$ cat src/rtl/aud_pkg.sv
// rtl/aud_pkg.sv - state encodings, address-width default and speed helper for aud_mode_ctrl
package aud_pkg;

  localparam int ADDR_W_DEF = 20;

  // These encodings are what o_state reports.
  typedef enum logic [2:0] {
    ST_IDLE       = 3'd0,
    ST_REC        = 3'd1,
    ST_REC_PAUSE  = 3'd2,
    ST_PLAY       = 3'd3,
    ST_PLAY_PAUSE = 3'd4
  } aud_state_e;

  function automatic logic [2:0] sat_speed(input logic [2:0] sw);
    return (sw == 3'd0) ? 3'd1 : sw;
  endfunction

endpackage

$ cat src/rtl/aud_mode_ctrl.sv
// rtl/aud_mode_ctrl.sv - record/play mode FSM arbitrating SRAM between recorder and AudDSP
// Optional: AUD_MODE_CTRL_LIVE_CFG_EN re-latches playback switches every PLAY cycle.
module aud_mode_ctrl
  import aud_pkg::*;
#(
  parameter int                ADDR_W   = ADDR_W_DEF,
  parameter logic [ADDR_W-1:0] MAX_ADDR = {ADDR_W{1'b1}}
) (
  input  logic              i_clk,
  input  logic              i_rst_n,
  input  logic              i_key_record,
  input  logic              i_key_play,
  input  logic              i_key_pause,
  input  logic              i_key_stop,
  input  logic              i_sw_fast,
  input  logic              i_sw_interp,
  input  logic [2:0]        i_sw_speed,
  input  logic [ADDR_W-1:0] i_rec_addr,
  input  logic [ADDR_W-1:0] i_play_addr,
  output logic              o_rec_start,
  output logic              o_rec_pause,
  output logic              o_rec_stop,
  output logic              o_dsp_start,
  output logic              o_dsp_pause,
  output logic              o_dsp_stop,
  output logic              o_fast,
  output logic              o_interp,
  output logic [2:0]        o_speed,
  output logic [ADDR_W-1:0] o_end_addr,
  output logic              o_sram_owner,
  output logic [2:0]        o_state
);

  aud_state_e        state_q;
  logic              rec_start_q, rec_pause_q, rec_stop_q;
  logic              dsp_start_q, dsp_pause_q, dsp_stop_q;
  logic              fast_q, interp_q;
  logic [2:0]        speed_q;
  logic [ADDR_W-1:0] end_addr_q;
  logic              owner_q;

  always_ff @(posedge i_clk) begin
    if (!i_rst_n) begin
      state_q     <= ST_IDLE;
      rec_start_q <= 1'b0;
      rec_pause_q <= 1'b0;
      rec_stop_q  <= 1'b0;
      dsp_start_q <= 1'b0;
      dsp_pause_q <= 1'b0;
      dsp_stop_q  <= 1'b0;
      fast_q      <= 1'b0;
      interp_q    <= 1'b0;
      speed_q     <= 3'd1;
      end_addr_q  <= '0;
      owner_q     <= 1'b0;
    end else begin
      rec_start_q <= 1'b0;
      rec_pause_q <= 1'b0;
      rec_stop_q  <= 1'b0;
      dsp_start_q <= 1'b0;
      dsp_pause_q <= 1'b0;
      dsp_stop_q  <= 1'b0;
      case (state_q)
        // Stop and pause are meaningless here, so record/play act even if they coincide.
        ST_IDLE: begin
          if (i_key_record) begin
            state_q     <= ST_REC;
            rec_start_q <= 1'b1;
            owner_q     <= 1'b1;
          end else if (i_key_play && (end_addr_q != '0)) begin
            state_q     <= ST_PLAY;
            dsp_start_q <= 1'b1;
            fast_q      <= i_sw_fast;
            interp_q    <= i_sw_interp;
            speed_q     <= sat_speed(i_sw_speed);
          end
        end
        ST_REC, ST_REC_PAUSE: begin
          if (i_key_stop || (state_q == ST_REC && i_rec_addr == MAX_ADDR)) begin
            state_q    <= ST_IDLE;
            rec_stop_q <= 1'b1;
            end_addr_q <= i_rec_addr;
            owner_q    <= 1'b0;
          end else if (state_q == ST_REC) begin
            if (i_key_pause) begin
              state_q     <= ST_REC_PAUSE;
              rec_pause_q <= 1'b1;
            end
          end else if (i_key_pause || i_key_record) begin
            state_q     <= ST_REC;
            rec_start_q <= 1'b1;
          end
        end
        ST_PLAY, ST_PLAY_PAUSE: begin
`ifdef AUD_MODE_CTRL_LIVE_CFG_EN
          if (state_q == ST_PLAY) begin
            fast_q   <= i_sw_fast;
            interp_q <= i_sw_interp;
            speed_q  <= sat_speed(i_sw_speed);
          end
`endif
          if (i_key_stop || (state_q == ST_PLAY && i_play_addr >= end_addr_q)) begin
            state_q    <= ST_IDLE;
            dsp_stop_q <= 1'b1;
          end else if (state_q == ST_PLAY) begin
            if (i_key_pause) begin
              state_q     <= ST_PLAY_PAUSE;
              dsp_pause_q <= 1'b1;
            end
          end else if (i_key_pause || i_key_play) begin
            state_q     <= ST_PLAY;
            dsp_start_q <= 1'b1;
            fast_q      <= i_sw_fast;
            interp_q    <= i_sw_interp;
            speed_q     <= sat_speed(i_sw_speed);
          end
        end
        default: begin
          state_q <= ST_IDLE;
          owner_q <= 1'b0;
        end
      endcase
    end
  end

  assign o_rec_start  = rec_start_q;
  assign o_rec_pause  = rec_pause_q;
  assign o_rec_stop   = rec_stop_q;
  assign o_dsp_start  = dsp_start_q;
  assign o_dsp_pause  = dsp_pause_q;
  assign o_dsp_stop   = dsp_stop_q;
  assign o_fast       = fast_q;
  assign o_interp     = interp_q;
  assign o_speed      = speed_q;
  assign o_end_addr   = end_addr_q;
  assign o_sram_owner = owner_q;
  assign o_state      = state_q;

endmodule

$ cat config.mk
export PLATFORM = sky130hd
export DESIGN_NAME = aud_mode_ctrl
export DESIGN_NICKNAME = d
export VERILOG_FILES = /design/src/rtl/aud_pkg.sv /design/src/rtl/aud_mode_ctrl.sv
export SDC_FILE = /design/constraint.sdc
export NUM_CORES = 1
export LEC_CHECK = 0
export ABC_CLOCK_PERIOD_IN_PS = 2900
export BUFFER_PORTS_ARGS = -buffer_cell sky130_fd_sc_hd__buf_2
export CAP_MARGIN = 20
export CELL_PAD_IN_SITES_DETAIL_PLACEMENT = 1
export CELL_PAD_IN_SITES_GLOBAL_PLACEMENT = 2
export CORE_ASPECT_RATIO = 0.75
export CORE_MARGIN = 8
export CORE_UTILIZATION = 27
export CTS_BUF_LIST = sky130_fd_sc_hd__clkbuf_16
export CTS_CLUSTER_DIAMETER = 30
export CTS_CLUSTER_SIZE = 20
export DETAILED_ROUTE_END_ITERATION = 8
export PLACE_DENSITY_LB_ADDON = 0.1
export SLEW_MARGIN = 20
export SYNTH_ARGS = -nofsm -noshare
export SYNTH_HDL_FRONTEND = slang
export SYNTH_SLANG_ARGS = --single-unit
export TNS_END_PERCENT = 30
$ cat constraint.sdc
create_clock -name i_clk -period 2.9 [get_ports i_clk]
set_input_delay 0.145 -clock i_clk [delete_from_list [all_inputs] [get_ports i_clk]]
set_output_delay 0.145 -clock i_clk [all_outputs]
set_load 0.1 [all_outputs]
---- After elaboration in Yosys (flattened, before gate mapping) ----
Cells that the tools add are included.
W data, S select, Z words.
cells by class
  add/subtract/negate cells ............... 0
  $mul .................................... 0
  divide/modulo/power cells ............... 0
  magnitude comparators ................... 1
  equal/unequal tests ..................... 17
  shifts and indexed selects .............. 0
  multiplexer cells ....................... 47
  bitwise gates (word level) .............. 5
  reductions and logical operators ........ 21
operators by type and width
  operator                number
  $mux W3                 16
  $mux W1                 24
  $eq A20 B20 Y1 const B  1
  $ge A20 B20 Y1          1
  $reduce_bool A20 Y1     1
  $ne A4 B4 Y1 const B    4
  $ne A2 B2 Y1 const B    7
  $pmux W3 S3             1
  $pmux W1 S2             4
  $reduce_or A4 Y1        2
  $eq A3 B2 Y1 const B    2
  $logic_not A3 Y1        2
  $pmux W3 S2             1
  $reduce_and A2 Y1       3
  $reduce_and A6 Y1       1
  $not A1 Y1              5
  $reduce_and A5 Y1       1
  $logic_or A1 B1 Y1      4
  $reduce_or A2 Y1        2
  $eq A3 B1 Y1 const B    1
  $eq A3 B3 Y1 const B    1
  $logic_and A1 B1 Y1     3
  $ne A3 B3 Y1 const B    1
  $pmux W1 S3             1
  2 further kinds         2
storage, ports and cells
  bits in registers ....................... 35
  bits in latches ......................... 0
  bits in writable memories ............... 0
  bits in read-only memories .............. 0
  bits of input ports ..................... 51
  output and inout bits ................... 35
  word-level logic and storage cells ...... 103
  memories ................................ 0

---- Logic depth before layout (Yosys ltp) ----
  depth after elaboration ................. 6
  mapped depth ............................ 8
  mapped depth without buffers ............ 8

---- Worst setup path before layout ----
No wires, ideal clock.
  path type ............................... register -> register
  start point ............................. register end_addr_q[19], in the netlist o_end_addr[19]
  end point ............................... register fast_q, in the netlist o_fast
  library setup time ...................... 130 ps
  data arrival time ....................... 2,636 ps
  data required time ...................... 2,770 ps
  slack ................................... 134 ps
  stages on the path, launching flop included .. 8
  path buffers ............................ 0
  period minus slack after synthesis ...... 2,766 ps
  cells stage by stage .................... dfxtp_1 -> inv_1 -> ha_1 -> nand4_1 -> or4_1 -> o31ai_2 -> nor3_4 -> mux2i_1
between the ends
  cells in the longest elaborated chain, start to end .. 5
  elaborated cells between the ends (all ways) .. 8
  classes of those cells .................. order compare: 1; eq/ne: 2; reduce/logical: 5
ends and longest elaborated chain
  what                             RTL line              source
  start, declared                  aud_mode_ctrl.sv:39   logic [ADDR_W-1:0] end_addr_q;
  start signal, assigned           aud_mode_ctrl.sv:82   end_addr_q <= i_rec_addr;
  $ge A20 B20 Y1                   aud_mode_ctrl.sv:102  if (i_key_stop || (state_q == ST_PLAY && i_play_addr >= end_addr_q)) begin
  $logic_and A1 B1 Y1              aud_mode_ctrl.sv:102
  $logic_or A1 B1 Y1               aud_mode_ctrl.sv:102
  $ne A2 B2 Y1 (no line)           n/a
  $reduce_and A6 Y1 (no line) (*)  n/a
  end signal, assigned             aud_mode_ctrl.sv:73   fast_q <= i_sw_fast;
  end signal, assigned             aud_mode_ctrl.sv:113  fast_q <= i_sw_fast;
  end, declared                    aud_mode_ctrl.sv:37   logic fast_q, interp_q;
Every way passes the cells marked *; elsewhere a longest branch is shown, timed or not.
A chain may end at the register's enable or synchronous reset.

---- Final worst setup path ----
  start point ............................. register end_addr_q[2], in the netlist o_end_addr[2]
  end point ............................... register fast_q, in the netlist o_fast
The elaborated chain is that of the path after synthesis.

==> run_summary.xml <==
<?xml version="1.0" encoding="UTF-8"?>
<metrics>
  <group name="status">
    <metric name="status" unit="">finished, final reports clean</metric>
  </group>
  <group name="worst_setup_path">
    <metric name="endpoint_kind" unit="">flip-flop</metric>
    <metric name="timing.critical_path.arrival" unit="ps">2540</metric>
    <metric name="crit_path_cell_trace" unit="">inv_1 &gt; ha_1 &gt; a211oi_1 &gt; o21ai_0 &gt; a41oi_1 &gt; o31ai_2 &gt; nor3_4 &gt; mux2i_1</metric>
    <metric name="setup.worst_path.end" unit="">o_fast</metric>
    <metric name="critPathLaunchType" unit="">flip-flop</metric>
    <metric name="timing.critical_path.slowest_cell_delay" unit="ps">430</metric>
    <metric name="r2r_end" unit="">o_fast</metric>
    <metric name="ff2ff_path_depth" unit="">8</metric>
    <metric name="worstSetupPathType" unit="">reg -&gt; reg</metric>
    <metric name="critPathRequiredTime" unit="ps">3110</metric>
    <metric name="critPathSlowestCell" unit="">sky130_fd_sc_hd__a41oi_1</metric>
    <metric name="worstSetupStartpoint" unit="">o_end_addr[2]</metric>
    <metric name="reg2reg_setup_slack" unit="ps">570</metric>
    <metric name="worstReg2RegStart" unit="">o_end_addr[2]</metric>
    <metric name="worst-path-max-fanout" unit="">5</metric>
  </group>
  <group name="cells_and_area">
    <metric name="final_cells" unit="">430</metric>
    <metric name="post_route_cell_area" unit="sq um">2748</metric>
    <metric name="final_layout_size_suffix_gt1_share" unit="%">31.69</metric>
    <metric name="layout.cells.most_common_list" unit="">sky130_fd_sc_hd__buf_2, sky130_fd_sc_hd__nor2_1, sky130_fd_sc_hd__dfxtp_1, sky130_fd_sc_hd__mux2i_1, sky130_fd_sc_hd__inv_1</metric>
    <metric name="syn2layout_area_growth" unit="%">30.87</metric>
    <metric name="multi_input_comb_area" unit="sq um">1252</metric>
    <metric name="layout.cells.most_common" unit="">sky130_fd_sc_hd__buf_2</metric>
    <metric name="nets" unit="">395</metric>
    <metric name="antenna_cells_inserted" unit="">0</metric>
    <metric name="largest_register_ffs" unit="">20</metric>
    <metric name="layout.filler_cells" unit="">948</metric>
    <metric name="sequential_cell_area" unit="sq um">700.7</metric>
  </group>
  <group name="sta">
    <metric name="min_period_over_period" unit="%">80.36</metric>
    <metric name="timing.max_slew.rel_slack" unit="%">62.00</metric>
    <metric name="finalSetupTns" unit="ps">0</metric>
    <metric name="finClkSkew" unit="ps">3.730</metric>
    <metric name="rsz0062_at_grt" unit="">false</metric>
    <metric name="finalHoldViolCount" unit="">0</metric>
    <metric name="finalHoldWorstSlack" unit="ps">112.3</metric>
    <metric name="max_clock_freq" unit="GHz">0.4291</metric>
    <metric name="finalSetupViolations" unit="">0</metric>
    <metric name="tightestPinTransition" unit="ps">569.3</metric>
    <metric name="final_critical_path_setup_slack" unit="ps">569.5</metric>
    <metric name="drv_slew" unit="">0</metric>
    <metric name="timing.final.crit_period" unit="ps">2330</metric>
  </group>
  <group name="placed_design">
    <metric name="post-place-ws" unit="ps">570.2</metric>
    <metric name="placed_cells_incl_taps" unit="">422</metric>
    <metric name="dpl-instance-area" unit="sq um">2611</metric>
    <metric name="dp_hpwl" unit="mm">5.672</metric>
    <metric name="gp_congestion" unit="">0.7354</metric>
    <metric name="io_buffer_count" unit="">85</metric>
  </group>
  <group name="cts">
    <metric name="clock_pin_slew_on_the_worst_setup_and_hold_paths" unit="ps">50</metric>
    <metric name="tritoncts.num_buffers" unit="">5</metric>
    <metric name="cts_root_buffer" unit="">sky130_fd_sc_hd__clkbuf_16</metric>
    <metric name="tritoncts" unit="">built</metric>
    <metric name="postCtsHoldBufs" unit="">0</metric>
    <metric name="clkLatencyLatePin" unit="ps">280</metric>
    <metric name="clock_tree.buffer_depth" unit="">2</metric>
    <metric name="ctsResizeCount" unit="">0</metric>
    <metric name="cts_num_sinks" unit="">35</metric>
    <metric name="htreeDepth" unit="">2</metric>
    <metric name="cts_post_setup_buffers_inserted" unit="">0</metric>
  </group>
  <group name="global_routing">
    <metric name="vias_in_the_first_global_route" unit="">2215</metric>
    <metric name="grt_antenna_before_repair" unit="">0</metric>
    <metric name="grt_start_max_net_pins" unit="">29</metric>
    <metric name="grt_pass1_wl" unit="mm">11.37</metric>
    <metric name="globalRouteOverflowTotal" unit="">0</metric>
    <metric name="grt_use_total" unit="%">12.91</metric>
  </group>
  <group name="yosys">
    <metric name="synth.ff_latch_count" unit="">35</metric>
    <metric name="synth-async-reset-ratio" unit="%">0</metric>
    <metric name="synth_area_leader_cell" unit="">sky130_fd_sc_hd__dfxtp_1</metric>
    <metric name="synth_cell_types" unit="">47</metric>
    <metric name="post_synth_inst_count" unit="">239</metric>
    <metric name="synth_sequential_area_ratio" unit="%">33.37</metric>
    <metric name="synth.top_cell.area_share" unit="%">33.37</metric>
    <metric name="number_of_nets_in_the_synthesized_netlist" unit="">310</metric>
    <metric name="ys.warnings.count" unit="">0</metric>
    <metric name="mappedNetlistArea" unit="sq um">2100</metric>
    <metric name="synth_enable_flop_cells" unit="">0</metric>
    <metric name="biggest_area_contributors_in_the_synthesized_netlist" unit="">sky130_fd_sc_hd__dfxtp_1, sky130_fd_sc_hd__ha_1, sky130_fd_sc_hd__mux2i_1</metric>
    <metric name="synth.avg_cell_area" unit="sq um">8.785</metric>
    <metric name="synth-main-ff-cell" unit="">sky130_fd_sc_hd__dfxtp_1</metric>
  </group>
  <group name="floorplanning">
    <metric name="die_h" unit="um">92.37</metric>
    <metric name="chipWidth" unit="um">117.8</metric>
    <metric name="coreArea" unit="sq um">7707</metric>
    <metric name="num_io_pins" unit="">86</metric>
    <metric name="dieArea" unit="sq um">10880</metric>
    <metric name="std_cell_rows" unit="">28</metric>
    <metric name="floorplan.initialDensity" unit="%">27.24</metric>
  </group>
  <group name="flow_run">
    <metric name="maxCapViolations" unit="">0</metric>
  </group>
  <group name="drt">
    <metric name="wl_per_cell" unit="um">16.32</metric>
    <metric name="dr_wl_met2" unit="mm">2.986</metric>
    <metric name="drtPass1Iterations" unit="">4</metric>
    <metric name="drt-total-wl" unit="mm">7.017</metric>
    <metric name="m1WireLength" unit="mm">3.559</metric>
    <metric name="drt_first_iter_violations" unit="">32</metric>
    <metric name="drc" unit="">0</metric>
    <metric name="drt.antenna.violating_nets" unit="">0</metric>
    <metric name="dr_wl_met3" unit="um">380</metric>
    <metric name="vias" unit="">2018</metric>
    <metric name="top_layer_used" unit="">met4</metric>
    <metric name="route.detailed.vias_per_inst" unit="">4.693</metric>
  </group>
  <group name="power_and_ir_drop">
    <metric name="power_frac_seq" unit="%">27.1</metric>
    <metric name="leak" unit="nW">1.347</metric>
    <metric name="clock_power_share" unit="%">21.2</metric>
    <metric name="swShare" unit="%">50.39</metric>
    <metric name="max-vdd-ir-drop" unit="mV">0.2978</metric>
    <metric name="power-per-cell-area" unit="nW/um^2">873.1</metric>
    <metric name="net-switching-power" unit="mW">1.209</metric>
    <metric name="internal_power" unit="mW">1.190</metric>
    <metric name="comb_power_share" unit="%">51.8</metric>
  </group>
  <group name="worst_hold_path">
    <metric name="hold_class" unit="">in -&gt; reg</metric>
  </group>
</metrics>
## through the flow
step           power, mW  util [%]
3_5_place_dp       1.912     33.88
5_1_grt            2.545     35.65
3_3_place_gp       1.904     33.88
4_1_cts            2.434     35.65
6_report           2.399     35.65
2_1_floorplan      1.664         -
## cell families (layout without fill, tap and decap cells)
group | Yosys count | in the layout | synth area share [%]
AO/OA/AOI/OAI | 38 | 38 | 13.47
XOR/XNOR | 1 | 1 | 0.4172
adder cells (fa/ha/maj) | 20 | 20 | 11.92
buffers and inverters | 32 | 118 | 6.972
flip-flops | 35 | 35 | 33.37
multiplexers | 25 | 25 | 11.92
AND/OR/NAND/NOR | 88 | 88 | 21.93
## worst max-delay path, delay by kind of cell, from the launching register on
family          cells  cell delay (ps)
compound gates      4              930
fa+ha+maj           1              280
buf+inv             1               60
flops               1              380
mux                 1              230
simple gates        1              380
## worst min-delay path by stage
stage | from | end | slack (ps) | depth (start not counted)
detailed placement | i_rec_addr[15] | o_end_addr[15] | 400 | 3
floorplan | i_sw_fast | o_fast | 290 | 2
global placement | i_rec_addr[15] | o_end_addr[15] | 390 | 3
finish | i_rec_addr[15] | o_end_addr[15] | 110 | 3
global route | i_rec_addr[15] | o_end_addr[15] | 140 | 3
CTS | i_rec_addr[15] | o_end_addr[15] | 110 | 3
## per-layer routing
metal	vias up	GRT usage (%)
li1	1026	-
met1	931	16.61
met2	52	20.12
met3	9	4.134
met4	0	4.251
met5	-	0
## final cells by class
cell class | instances | share of cell area, %
multi-input combinational | 172 | 45.58
sequential | 35 | 25.50
timing repair buffer | 87 | 16.03
tap | 105 | 4.781
clock buffer | 5 | 4.554
inverter | 23 | 3.142
clock inverter | 3 | 0.4098
## Yosys cell counts, types with 2 or more instances
master / instances
sky130_fd_sc_hd__a211oi_1: 5
sky130_fd_sc_hd__buf_2: 3
sky130_fd_sc_hd__nor3_1: 3
sky130_fd_sc_hd__a21oi_1: 12
sky130_fd_sc_hd__mux2i_1: 25
sky130_fd_sc_hd__inv_1: 22
sky130_fd_sc_hd__o21a_1: 3
sky130_fd_sc_hd__nand3b_1: 2
sky130_fd_sc_hd__and4_1: 2
sky130_fd_sc_hd__clkbuf_1: 3
sky130_fd_sc_hd__nand4_1: 6
sky130_fd_sc_hd__nor4_1: 6
sky130_fd_sc_hd__buf_6: 3
sky130_fd_sc_hd__nand2_1: 17
sky130_fd_sc_hd__ha_1: 20
sky130_fd_sc_hd__o311a_1: 2
sky130_fd_sc_hd__o21ai_0: 5
sky130_fd_sc_hd__nor2_1: 37
sky130_fd_sc_hd__dfxtp_1: 35
## power groups by stage
stage               Clock [mW]  Combinational [mW]  Sequential (mW)
CTS                      0.526                1.26            0.651
detailed placement           0                1.25            0.660
global route             0.549                1.33            0.665
finish                   0.508                1.24            0.649
global placement             0                1.25            0.659
floorplan                    0               0.472             1.19
(Power assumes the default switching activity.)
